$ cat config.mk
export PLATFORM = sky130hd
export DESIGN_NAME = systolic_result_drain
export DESIGN_NICKNAME = d
export VERILOG_FILES = /design/src/rtl/systolic_pkg.sv /design/src/rtl/systolic_result_drain.sv
export SDC_FILE = /design/constraint.sdc
export NUM_CORES = 1
export LEC_CHECK = 0
export CORE_ASPECT_RATIO = 2
export CORE_MARGIN = 4
export CORE_UTILIZATION = 50
export DETAILED_ROUTE_END_ITERATION = 6
export PLACE_DENSITY = 0.85
export SLEW_MARGIN = 20
export SYNTH_ARGS = -nofsm -noshare
export SYNTH_HDL_FRONTEND = slang
export SYNTH_SLANG_ARGS = --single-unit
$ cat constraint.sdc
create_clock -name clk -period 20.9 [get_ports clk]
set_clock_uncertainty 0.2 [all_clocks]
set_input_delay 5.225 -clock clk [delete_from_list [all_inputs] [get_ports clk]]
set_output_delay 5.225 -clock clk [all_outputs]
set_load 0.03 [all_outputs]
$ cat src/rtl/systolic_pkg.sv
// Shared definitions for the systolic array, its PEs and the result drain.
//   N      array dimension (N x N PEs, N*N results per job)
//   A_W    operand width fed into the PEs
//   C_W    accumulated result width (PE C_out)
//   IDX_W  row/column index width
package systolic_pkg;
  localparam int N     = 4;
  localparam int A_W   = 16;
  localparam int C_W   = 33;
  localparam int IDX_W = $clog2(N);

  typedef enum logic [1:0] {IDLE, STREAM, DONE} drain_state_t;

  // One beat on the host-side result stream.
  typedef struct packed {
    logic [C_W-1:0]   data;
    logic [IDX_W-1:0] row;
    logic [IDX_W-1:0] col;
    logic             last;
  } drain_beat_t;
endpackage

$ cat src/rtl/systolic_result_drain.sv
// Result drain for the N x N systolic array.
// On start (in IDLE) all N*N PE results are snapshotted into a local bank and
// arr_clr pulses for one cycle so the array can begin its next job. The bank is
// then streamed row-major over valid/ready; done pulses once the last beat is taken.
// Ports:
//   clk, rst          clock, synchronous active-high reset
//   start             capture request, honoured only in IDLE
//   c_flat            packed PE results, PE(r,c) at [(r*N+c)*C_W +: C_W]
//   busy              high while streaming or finishing
//   arr_clr           one-cycle clear pulse to the array after capture
//   out_valid/ready   stream handshake
//   out_data/row/col  current result and its array position
//   out_last          current beat is the final one of the frame
//   done              one-cycle pulse after the final beat is accepted
module systolic_result_drain
  import systolic_pkg::*;
(
  input  logic                 clk,
  input  logic                 rst,
  input  logic                 start,
  input  logic [N*N*C_W-1:0]   c_flat,
  output logic                 busy,
  output logic                 arr_clr,
  output logic                 out_valid,
  input  logic                 out_ready,
  output logic [C_W-1:0]       out_data,
  output logic [IDX_W-1:0]     out_row,
  output logic [IDX_W-1:0]     out_col,
  output logic                 out_last,
  output logic                 done
);

  localparam logic [IDX_W-1:0] MAX_IDX = IDX_W'(N - 1);

  drain_state_t     state, state_nxt;
  logic [IDX_W-1:0] row, col;   // row-major beat index kept as (row, col)
  logic [C_W-1:0]   bank [N][N];
  logic             at_last, xfer;
  drain_beat_t      beat;

  assign at_last = (row == MAX_IDX) && (col == MAX_IDX);
  assign xfer    = (state == STREAM) && out_ready;

  // State register
  always_ff @(posedge clk) begin
    if (rst) state <= IDLE;
    else     state <= state_nxt;
  end

  // Next-state logic
  always_comb begin
    state_nxt = state;
    case (state)
      IDLE:    if (start) state_nxt = STREAM;
      STREAM:  if (xfer && at_last) state_nxt = DONE;
      DONE:    state_nxt = IDLE;
      default: state_nxt = IDLE;
    endcase
  end

  // Capture bank, beat index and the array clear pulse
  always_ff @(posedge clk) begin
    if (rst) begin
      row     <= '0;
      col     <= '0;
      arr_clr <= 1'b0;
      for (int r = 0; r < N; r++)
        for (int c = 0; c < N; c++)
          bank[r][c] <= '0;
    end else begin
      arr_clr <= 1'b0;
      if (state == IDLE && start) begin
        row     <= '0;
        col     <= '0;
        arr_clr <= 1'b1;
        for (int r = 0; r < N; r++)
          for (int c = 0; c < N; c++)
            bank[r][c] <= c_flat[(r*N+c)*C_W +: C_W];
      end else if (xfer && !at_last) begin
        // Final beat leaves the index parked; the next capture rewinds it.
        if (col == MAX_IDX) begin
          col <= '0;
          row <= row + 1'b1;
        end else begin
          col <= col + 1'b1;
        end
      end
    end
  end

  // Outputs decoded from state; beat fields are zero outside STREAM
  always_comb begin
    beat      = '0;
    out_valid = 1'b0;
    busy      = 1'b0;
    done      = 1'b0;
    case (state)
      STREAM: begin
        out_valid = 1'b1;
        busy      = 1'b1;
        beat.data = bank[row][col];
        beat.row  = row;
        beat.col  = col;
        beat.last = at_last;
      end
      DONE: begin
        busy = 1'b1;
        done = 1'b1;
      end
      default: ;
    endcase
  end

  assign out_data = beat.data;
  assign out_row  = beat.row;
  assign out_col  = beat.col;
  assign out_last = beat.last;

endmodule

# Word-level counts from Yosys, hierarchy flattened
# Memories as Yosys holds them, arrays and structs flattened. A register that Yosys moved wholly into a read port is not among the register bits.
# Cells that the tools add are included.
op_classes:
  add_sub_neg: 2
  n_lt_le_gt_ge: 1
  bitwise_logic: 17
  reduce_logical: 11
  eq_ne: 6
  mux: 34
op_table:
  columns: ["operator", "n"]
  rows:
  - ["two-way mux 33 bit", 18]
  - ["binary-select mux 33 bit (select 2 bit)", 1]
  - ["two-way mux 38 bit", 1]
  - ["bitwise OR 1 bit", 16]
  - ["two-way mux 2 bit", 5]
  - ["two-way mux 1 bit", 8]
  - ["== test 2 bit, second input constant", 3]
  - ["logical AND 1 bit", 5]
  - ["adder 2 x 1 -> 2 bit, second input constant", 2]
  - ["case mux 2 bit (2 select lines)", 1]
  - ["AND reduction 2 bit", 2]
  - ["OR reduction 2 bit", 2]
  - ["greater-or-equal comparator 3 bit, second input constant", 1]
  - ["NOT 2 -> 3 bit", 1]
  - ["== test 2 x 1 -> 1 bit, second input constant", 1]
  - ["zero test 2 bit", 1]
  - ["!= test 2 x 1 -> 1 bit, second input constant", 1]
  - ["!= test 2 bit, second input constant", 1]
  - ["zero test 1 bit", 1]
word_totals:
  output_inout_bits: 42
  register_bits: 7
  mem_bits_rw: 528
  mem_count: 1
memory_table:
  columns: ["name", "words", "width", "read_ports", "rd_ports_with_merged_regs", "wr", "line_no", "source"]
  rows:
  - ["bank", 4, 132, 1, 1, 4, "systolic_result_drain.sv:37", "logic [C_W-1:0] bank [N][N];"]

# Depth between registers and ports, before layout
# Gate-level depths: netlist (run 1).
depth:
  ltp_word: 7
  mapped_depth: 8
  ltp_nobuf: 6

# Worst setup path before layout (run 1)
# Ideal clock, no wire load.
synth_timing:
  kind: "input -> register"
  from: "input rst"
  to: "register with a tool-made name"
  stages: 2
  arrival_ps: 18233
  setup_time_ps: 709
  setup_slack_ps: 1759
  t_required_ps: 19991
  path_cell_list: "nand2b_1 nor2_1"
synth_rtl:
  columns: ["element", "line_no", "source"]
  rows:
  - ["start, declared", "systolic_result_drain.sv:19", "input logic rst,"]

==> results.py, run 1 <==
metrics = {
    "critical_path": {
        "ff2ff_setup_slack_ps": 15880,
        "r2r-end": "bank[2][128]",
        "timing.critical_path.arrival_ps": 4920,
        "worstRegToRegCells": 8,
        "cp.required_ps": 15470,
        "criticalPathCategory": "register to output port",
        "crit_path_top_delay_cell": "buf_4",
        "cp_cell_sequence": "buf_4 -> buf_4 -> mux4_2 -> o21ai_1 -> nand2_1 -> clkdlybuf4s50_1",
        "timing.critical_path.from_type": "register",
        "path_max_fanout": 56,
        "worst_path_most_repeated_cell": "buf_4",
        "r2r_start": "state[1]",
        "slowest_delay_ps": 870,
        "endpoint_kind": "output port",
    },
    "synthesis": {
        "post_synth_main_area_contributors": "edfxtp_1 65%, and2_1 14%, mux2i_1 9.7%, a22oi_1 3.1%, mux4_2 1.5%",
        "netlist_instances": 1694,
        "synth_simple_gate_area_share_pct": 15.2,
        "synth-adder-area-share_pct": 0.309,
        "synth_top_area_cell": "edfxtp_1",
        "synth-seq-area-share_pct": 65.9,
        "compound_cell_area_share_of_the_yosys_netlist_pct": 4.52,
        "ys_seq_elements": 537,
        "synth_top_area_share_pct": 65.2,
        "mappedNetlistNets": 2232,
        "combinational_family_with_the_most_area_after_synthesis": "simple AND/OR/NAND/NOR gates",
        "synthesized_area_divided_by_synthesized_cell_count_sq_um": 14.4,
        "synthesized_area_fraction_occupied_by_xor_and_xnor_cells_pct": 0.0360,
        "multiplexer_share_of_the_synthesized_area_pct": 11.1,
        "yosysUniqueCellTypes": 30,
        "synth-warning-count": 0,
        "syn_area_sq_um": 24300,
    },
    "floorplanning": {
        "die_area_sq_um": 52500,
        "fp.coreArea_sq_um": 48200,
        "ios": 574,
        "dieWidth_um": 164,
        "floorplan.initialDensity_pct": 50.5,
        "die_h_um": 320,
        "std_cell_rows": 114,
    },
    "timing": {
        "slew_violations": 0,
        "unrepaired_setup_endpoints_after_global_routing": "false",
        "timing_hold_violations_final": 0,
        "final.min_clock_period_ps": 10350,
        "peak_clock_frequency_supported_by_timing_mhz": 96.6,
        "period_share_pct": 49.5,
        "worst_pin_slew_ps": 1120,
        "max_slew_margin_pct": 25.1,
        "setup_slack_ps": 10550,
        "setup_total_negative_slack_ps": 0,
        "report.final.setup_viol": 0,
    },
    "drt": {
        "route.detailed.wl_per_inst_um": 25.7,
        "avgViaCountPerCell": 5.48,
        "antenna_left": 0,
        "drtPass1Iterations": 5,
        "vias_after_detailed_routing": 15900,
        "route.detailed.drc": 0,
        "routed_wirelength_um": 74700,
        "drt-initial-drc-count": 1469,
    },
    "final_layout": {
        "layout-area-overhead-vs-synth_pct": 31.3,
        "design.final.nets": 2750,
        "layout-drive-gt1-share_pct": 4.94,
    },
    "global_routing": {
        "grt_pass1_wl_um": 105000,
        "groute.usage.overall_pct": 27.5,
        "vias_in_the_first_global_route": 16900,
        "globalRouteOverflowTotal": 0,
        "antenna_violations_before_repair": 25,
        "largest_net_degree_at_the_start_of_global_routing": 251,
    },
    "clock_tree": {
        "number_of_sinks_driven_by_the_clock_tree": 537,
        "clock_insertion_delay_worst_skew_ps": 550,
        "cts.clk_slew.worst_paths_ps": 70,
        "postCtsSetupBuffers": 0,
        "postCtsHoldBufs": 0,
        "ctsHtreeMaxLevel": 2,
        "tritoncts.num_buffers": 46,
        "post_cts_resized": 0,
        "cts-root-buf": "clkbuf_16",
        "cts_tree": "yes",
        "cts_max_path_buffers": 3,
    },
    "hold_path": {
        "hold-path-cell-count": 2,
        "holdCritStartpoint": "state[1]",
        "min-delay-path-class": "register to register",
        "timing.hold.worst_endpoint": "state[1]",
    },
    "place": {
        "port_buffers": 573,
        "dpl_worst_slack_ps": 10210,
        "hpwl_um": 54900,
        "gp_congestion": 0.909,
    },
    "power": {
        "total_leakage_power_nw": 11.3,
        "power-per-cell-area_nw_per_um2": 79.2,
        "ir_drop_worst_case_vdd_mv": 0.0643,
        "p_total_w": 0.00253,
    },
    "job": {
        "max-cap-violations": 0,
    },
    "status": {
        "status": "finished clean",
    },
}
==> stage by stage <==
stage | cell area, sq um | util (%) | instances | hold WS, ps
after detailed placement | 30400 | 63.0 | 2802 | 321
final | 31900 | 66.3 | 2905 | 336
after floorplan | 24300 | - | 1694 | 284
after global placement | 30400 | 63.0 | 2802 | 300
after global routing | 31900 | 66.3 | 2904 | 373
after CTS | 31900 | 66.1 | 2883 | 333
==> worst max-delay path, delay by kind of cell (launching register included) <==
kind	cells	cell delay (ps)
AO/OA/AOI/OAI	1	410
buffers and inverters	3	2230
AND/OR/NAND/NOR	1	160
flip-flops	1	710
multiplexers	1	690
==> layout make-up <==
cell class,count,area [sq um]
antenna,22,55.1
clock buffer,58,1260
clock inverter,23,230
fill,3407,16300
inverter,4,15.0
multi-input combinational,1032,7640
sequential,537,16000
tap,638,798
timing repair buffer,591,5910
==> cells in the mapped netlist <==
cell type and number:
inv_1 3, a32oi_1 1, o21ai_1 35, nand2_1 39, o22ai_1 3, buf_6 12, nand3_1 27, xor2_1 1
nand2b_1 2, clkbuf_1 72, buf_2 14, nand4_1 1, buf_4 11, mux2i_1 235, buf_1 6, and3_1 1
dfxtp_1 9, mux4_2 16, nor2_1 12, clkinv_1 1, a22oi_1 100, a21oi_1 1, ha_1 6, buf_12 2
nor3_1 1, and2_1 532, edfxtp_1 528, buf_8 4, nor2b_1 3, a221oi_1 16
==> sequential cells by signal (all words and copies together) (netlist names), named ones only <==
register	flops
arr_clr	1
bank	528
col	2
row	2
state	2
==> power breakdown <==
part	internal, W	switching (W)
Sequential	0.00131	0.0000331
Combinational	0.000163	0.000165
Clock	0.000478	0.000378
==> cells in the final DEF (no fill, tap or decap), types with 2 or more instances in the layout <==
cell type and count:
and2_1 531, dfxtp_1 7, mux4_2 16, nor2b_4 2, clkinv_2 9, nand2_1 39
a22oi_1 100, buf_12 2, clkinv_1 5, diode_2 22, ha_1 6, buf_4 13
edfxtp_1 528, o22ai_1 3, buf_6 3, a221oi_1 16, clkinvlp_4 4, o21ai_1 35
nor2_1 10, clkbuf_16 49, clkbuf_1 9, nand3_1 27, clkdlybuf4s50_1 573, bufinv_16 4
nor2_4 2, mux2i_1 235, inv_1 3
==> routing by layer <==
metal / up-vias / routed length (um) / track usage, %
met5: - / 41 / 0
met2: 795 / 39800 / 49.0
met4: 6 / 5080 / 18.9
met3: 184 / 4930 / 4.69
met1: 7703 / 24800 / 29.1
li1: 7219 / - / -
==> worst max path at each step <==
stage / endpoint / slack [ps] / cells past startpoint
finish: out_data[8] / 10550 / 6
detailed placement: bank[2][35] / 10210 / 6
floorplan: register / 1760 / 2
global placement: bank[2][2] / 10480 / 7
CTS: out_data[10] / 10540 / 6
global route: out_data[10] / 10420 / 6
==> cell families after synthesis <==
| kind of cell | after synthesis |
|---|---|
| and+or+nand+nor | 618 |
| DFF | 537 |
| muxes | 251 |
| AOI/OAI and AO/OA | 156 |
| buffers and inverters | 125 |
| adders and majority gates | 6 |
| xor gates and xnor gates | 1 |
No activity file was read; power rests on OpenSTA's default activity.
==> run 2, diff against run 1 <==
--- a/config.mk
+++ b/config.mk
@@ -7,9 +7,9 @@
 export LEC_CHECK = 0
 export CORE_ASPECT_RATIO = 2
 export CORE_MARGIN = 4
-export CORE_UTILIZATION = 50
+export CORE_UTILIZATION = 46
 export DETAILED_ROUTE_END_ITERATION = 6
-export PLACE_DENSITY = 0.85
+export PLACE_DENSITY = 0.83
 export SLEW_MARGIN = 20
 export SYNTH_ARGS = -nofsm -noshare
 export SYNTH_HDL_FRONTEND = slang
==> constraint.sdc (replaced) <==
create_clock -name clk -period 8.9 [get_ports clk]
set_clock_uncertainty 0.2 [all_clocks]
set_input_delay 2.225 -clock clk [delete_from_list [all_inputs] [get_ports clk]]
set_output_delay 2.225 -clock clk [all_outputs]
set_load 0.03 [all_outputs]
==> results.py, run 2 (synthesized netlist as in run 1, its figures left out) <==
metrics = {
    "drt": {
        "avgViaCountPerCell": 5.39,
        "drt-initial-drc-count": 1616,
        "route.detailed.drc": 0,
        "route.detailed.wl_per_inst_um": 24.6,
        "drtPass1Iterations": 6,
        "vias_after_detailed_routing": 15800,
        "routed_wirelength_um": 72100,
        "antenna_left": 0,
    },
    "timing": {
        "final.min_clock_period_ps": 6370,
        "report.final.setup_viol": 0,
        "max_slew_margin_pct": 26.9,
        "peak_clock_frequency_supported_by_timing_mhz": 157,
        "unrepaired_setup_endpoints_after_global_routing": "false",
        "setup_slack_ps": 2530,
        "setup_total_negative_slack_ps": 0,
        "period_share_pct": 71.5,
        "timing_hold_violations_final": 0,
        "worst_pin_slew_ps": 1100,
        "slew_violations": 0,
    },
    "critical_path": {
        "endpoint_kind": "output port",
        "ff2ff_setup_slack_ps": 5760,
        "crit_path_top_delay_cell": "dfxtp_4",
        "slowest_delay_ps": 740,
        "criticalPathCategory": "register to output port",
        "timing.critical_path.arrival_ps": 3940,
        "r2r_start": "state[1]",
        "timing.critical_path.from_type": "register",
        "r2r-end": "bank[1][36]",
        "cp_cell_sequence": "buf_12 -> mux2i_1 -> a221oi_1 -> o21ai_1 -> o21ai_1 -> clkdlybuf4s50_1",
        "worstRegToRegCells": 6,
        "worst_path_most_repeated_cell": "o21ai_1",
        "critPathTopFamily": "buffers and inverters",
        "path_max_fanout": 113,
        "cp.required_ps": 6480,
        "cp_num_buf_inv": 2,
    },
    "floorplanning": {
        "dieWidth_um": 171,
        "ios": 574,
        "std_cell_rows": 119,
        "fp.coreArea_sq_um": 52600,
        "floorplan.initialDensity_pct": 46.3,
        "die_area_sq_um": 56900,
        "die_h_um": 333,
    },
    "clock_tree": {
        "ctsHtreeMaxLevel": 2,
        "tritoncts.num_buffers": 48,
        "postCtsSetupBuffers": 0,
        "cts_max_path_buffers": 3,
        "cts.clk_slew.worst_paths_ps": 70,
        "post_cts_resized": 0,
        "cts_tree": "yes",
        "number_of_sinks_driven_by_the_clock_tree": 537,
        "clock_insertion_delay_worst_skew_ps": 590,
        "postCtsHoldBufs": 0,
        "cts-root-buf": "clkbuf_16",
    },
    "hold_path": {
        "hold-path-cell-count": 2,
        "timing.hold.worst_endpoint": "col[1]",
        "holdCritStartpoint": "col[1]",
        "min-delay-path-class": "register to register",
    },
    "place": {
        "port_buffers": 573,
        "gp_congestion": 0.929,
        "hpwl_um": 50500,
        "dpl_worst_slack_ps": 3250,
    },
    "global_routing": {
        "largest_net_degree_at_the_start_of_global_routing": 297,
        "grt_pass1_wl_um": 104000,
        "antenna_violations_before_repair": 22,
        "vias_in_the_first_global_route": 16800,
        "groute.usage.overall_pct": 24.4,
        "globalRouteOverflowTotal": 0,
    },
    "final_layout": {
        "layout-area-overhead-vs-synth_pct": 31.7,
        "design.final.nets": 2751,
        "final_common_cell": "clkdlybuf4s50_1",
        "num-fill-cells": 3908,
        "layout-drive-gt1-share_pct": 4.90,
        "number_of_flip_flops_under_the_largest_register_name": 528,
        "largest_register": "bank",
        "mostFrequentLayoutCells": "573 x clkdlybuf4s50_1, 531 x and2_1, 528 x edfxtp_1, 235 x mux2i_1, 100 x a22oi_1",
    },
    "power": {
        "power-per-cell-area_nw_per_um2": 187,
        "ir_drop_worst_case_vdd_mv": 0.157,
        "total_leakage_power_nw": 11.3,
    },
    "status": {
        "status": "finished clean",
    },
    "job": {
        "max-cap-violations": 0,
    },
}
run 2: routing by layer:
metal  wire, um  part of all wire, %  vias to the layer above  GRT usage [%]
met5         17                0.024                        -              0
met4       3710                  5.1                        2           12.1
met3       4980                  6.9                      178           3.94
met2      36500                   51                      814           41.7
met1      26900                   37                     7589           29.8
li1           -                    -                     7218              -
run 2: how the worst max path moves through the flow:
| stage | cells past startpoint | startpoint | endpoint | slack, ps |
|---|---|---|---|---|
| after floorplan | 2 | start | bank[0][0] | 2250 |
| after global placement | 5 | register | out_data[4] | 3280 |
| after detailed placement | 6 | register | out_data[7] | 3250 |
| after CTS | 6 | register | out_data[2] | 2570 |
| after global routing | 6 | register | out_data[7] | 2450 |
| final | 6 | register | out_data[2] | 2530 |
run 2: stage by stage:
| step | cell area (sq um) | cells | hold WS [ps] | power, W | util, % |
|---|---|---|---|---|---|
| floorplan | 24300 | 1694 | 284 | 0.00357 | - |
| global placement | 30400 | 2827 | 311 | 0.00396 | 57.9 |
| detailed placement | 30400 | 2827 | 347 | 0.00398 | 57.9 |
| CTS | 32000 | 2911 | 358 | 0.00602 | 60.8 |
| global route | 32000 | 2933 | 392 | 0.00618 | 60.9 |
| finish | 32000 | 2933 | 361 | 0.00598 | 60.9 |
run 2: worst min-delay path, delay by kind of cell, from the launching register on:
| kind | cells | cell delay (ps) |
|---|---|---|
| DFF | 1 | 340 |
| muxes | 1 | 140 |
| and+or+nand+nor | 1 | 50 |
run 2: power by group:
group	internal (W)	switching, W	total, W
Clock	0.00112	0.000931	0.00205
Sequential	0.00309	0.0000804	0.00317
Combinational	0.000383	0.000380	0.000763
run 2: layout make-up:
class	instances	area [sq um]	area share (%)
sequential	537	16000	50.1
multi-input combinational	1032	7640	23.9
timing repair buffer	590	5950	18.6
clock buffer	61	1300	4.06
tap	665	832	2.60
clock inverter	23	205	0.641
antenna	21	52.6	0.164
inverter	4	15.0	0.0469
==> run 3, diff against run 2 <==
==> constraint.sdc (replaced) <==
create_clock -name clk -period 5.6 [get_ports clk]
set_clock_uncertainty 0.2 [all_clocks]
set_input_delay 1.4 -clock clk [delete_from_list [all_inputs] [get_ports clk]]
set_output_delay 1.4 -clock clk [all_outputs]
set_load 0.03 [all_outputs]
==> results.py, run 3 (synthesized netlist as in run 1, its figures left out) <==
metrics = {
    "critical_path": {
        "criticalPathCategory": "register to output port",
        "cp_cell_sequence": "inv_1 -> ha_1 -> nand2_1 -> clkinv_1 -> nand3_1 -> o21ai_1 -> clkdlybuf4s50_1",
        "crit_path_top_delay_cell": "clkinv_1",
        "critPathTopFamily": "buffers and inverters",
        "slowest_delay_ps": 960,
        "path_max_fanout": 25,
        "timing.critical_path.arrival_ps": 3960,
        "timing.critical_path.from_type": "register",
        "endpoint_kind": "output port",
        "cp_num_buf_inv": 3,
        "cp.required_ps": 4000,
    },
    "clock_tree": {
        "ctsHtreeMaxLevel": 2,
        "cts-root-buf": "clkbuf_16",
        "cts.clk_slew.worst_paths_ps": 70,
        "clock_insertion_delay_worst_skew_ps": 560,
        "tritoncts.num_buffers": 46,
        "cts_max_path_buffers": 3,
        "number_of_sinks_driven_by_the_clock_tree": 537,
        "postCtsSetupBuffers": 0,
        "post_cts_resized": 0,
        "postCtsHoldBufs": 0,
        "cts_tree": "yes",
    },
    "global_routing": {
        "vias_in_the_first_global_route": 17100,
        "largest_net_degree_at_the_start_of_global_routing": 258,
        "antenna_violations_before_repair": 10,
        "globalRouteOverflowTotal": 0,
        "grt_pass1_wl_um": 104000,
        "groute.usage.overall_pct": 24.5,
    },
    "final_layout": {
        "final_common_cell": "clkdlybuf4s50_1",
        "layout.core_utilization_pct": 61.7,
        "layout-area-overhead-vs-synth_pct": 33.2,
        "largest_register": "bank",
        "layout-drive-gt1-share_pct": 6.80,
        "mostFrequentLayoutCells": "567 x clkdlybuf4s50_1, 531 x and2_1, 528 x edfxtp_1, 235 x mux2i_1, 100 x a22oi_1",
        "number_of_flip_flops_under_the_largest_register_name": 528,
        "num-fill-cells": 3818,
        "design.final.nets": 2780,
    },
    "power": {
        "power-per-cell-area_nw_per_um2": 300,
        "total_leakage_power_nw": 11.5,
        "ir_drop_worst_case_vdd_mv": 0.244,
    },
    "timing": {
        "timing_hold_violations_final": 0,
        "worst_pin_slew_ps": 1260,
        "peak_clock_frequency_supported_by_timing_mhz": 180,
        "final.min_clock_period_ps": 5560,
        "setup_total_negative_slack_ps": 0,
        "slew_violations": 0,
        "unrepaired_setup_endpoints_after_global_routing": "false",
        "period_share_pct": 99.3,
        "report.final.setup_viol": 0,
        "hold_slack_ps": 365,
        "max_slew_margin_pct": 15.6,
    },
    "drt": {
        "top_layer_in_use": "met5",
        "met1Wirelength_um": 25500,
        "vias_after_detailed_routing": 16000,
        "drtPass1Iterations": 7,
        "routed_wirelength_um": 73000,
        "route.met2.wl_um": 38000,
        "antenna_left": 0,
        "route.detailed.wl_per_inst_um": 24.7,
        "met3_wirelength_um": 5700,
        "avgViaCountPerCell": 5.43,
        "drt-initial-drc-count": 1530,
        "route.detailed.drc": 0,
    },
    "place": {
        "port_buffers": 573,
        "hpwl_um": 53100,
        "gp_congestion": 0.951,
    },
    "floorplanning": {
        "fp.coreArea_sq_um": 52600,
        "die_area_sq_um": 56900,
        "ios": 574,
        "die_h_um": 333,
        "floorplan.initialDensity_pct": 46.3,
        "std_cell_rows": 119,
        "dieWidth_um": 171,
    },
    "hold_path": {
        "min-delay-path-class": "register to register",
    },
    "job": {
        "max-cap-violations": 0,
    },
    "status": {
        "status": "finished clean",
    },
}
[run 3: tightest hold or removal path, delay by kind of cell (launching register included)]
family,cells,cell delay [ps]
flops,1,340
simple gates,2,180
[run 3: power by group]
part           switching, W  internal [W]  leakage [nW]
clock               0.00148       0.00196         0.780
combinational      0.000623      0.000629          4.96
sequential         0.000124       0.00490          5.80
[run 3: layout make-up]
cell class	instances	area [sq um]	share of cell area, %
diodes	9	22.5	0.0695
well taps	665	832	2.57
repair buffers	621	6220	19.2
clock buffers	54	1260	3.90
clock inverters	31	362	1.12
flip-flops and latches	537	16000	49.5
multi-input cells	1032	7660	23.6
inverters	4	15.0	0.0463
[run 3: final timing paths]
check        startpoint            to  slack [ps]  cells after the start
max            state[1]  out_data[12]          40                      7
max reg2reg    state[1]   bank[2][52]        2990                      6
min reg2reg    state[1]      state[1]         370                      2
min            state[1]      state[1]         370                      2
[run 3: metrics by stage]
step	power, W	area, sq um	setup slack (ps)	cells
after detailed placement	0.00636	30800	785	2859
after global routing	0.0100	32400	51.0	2953
after global placement	0.00631	30800	818	2859
after floorplan	0.00568	24400	-172	1694
after CTS	0.00977	32400	147	2944
final	0.00971	32400	36.8	2953
[run 3: routing by layer]
metal	vias to the layer above	global-route usage, %
met5	-	0
met4	2	12.1
li1	7271	-
met3	172	4.54
met2	832	43.8
met1	7763	27.8
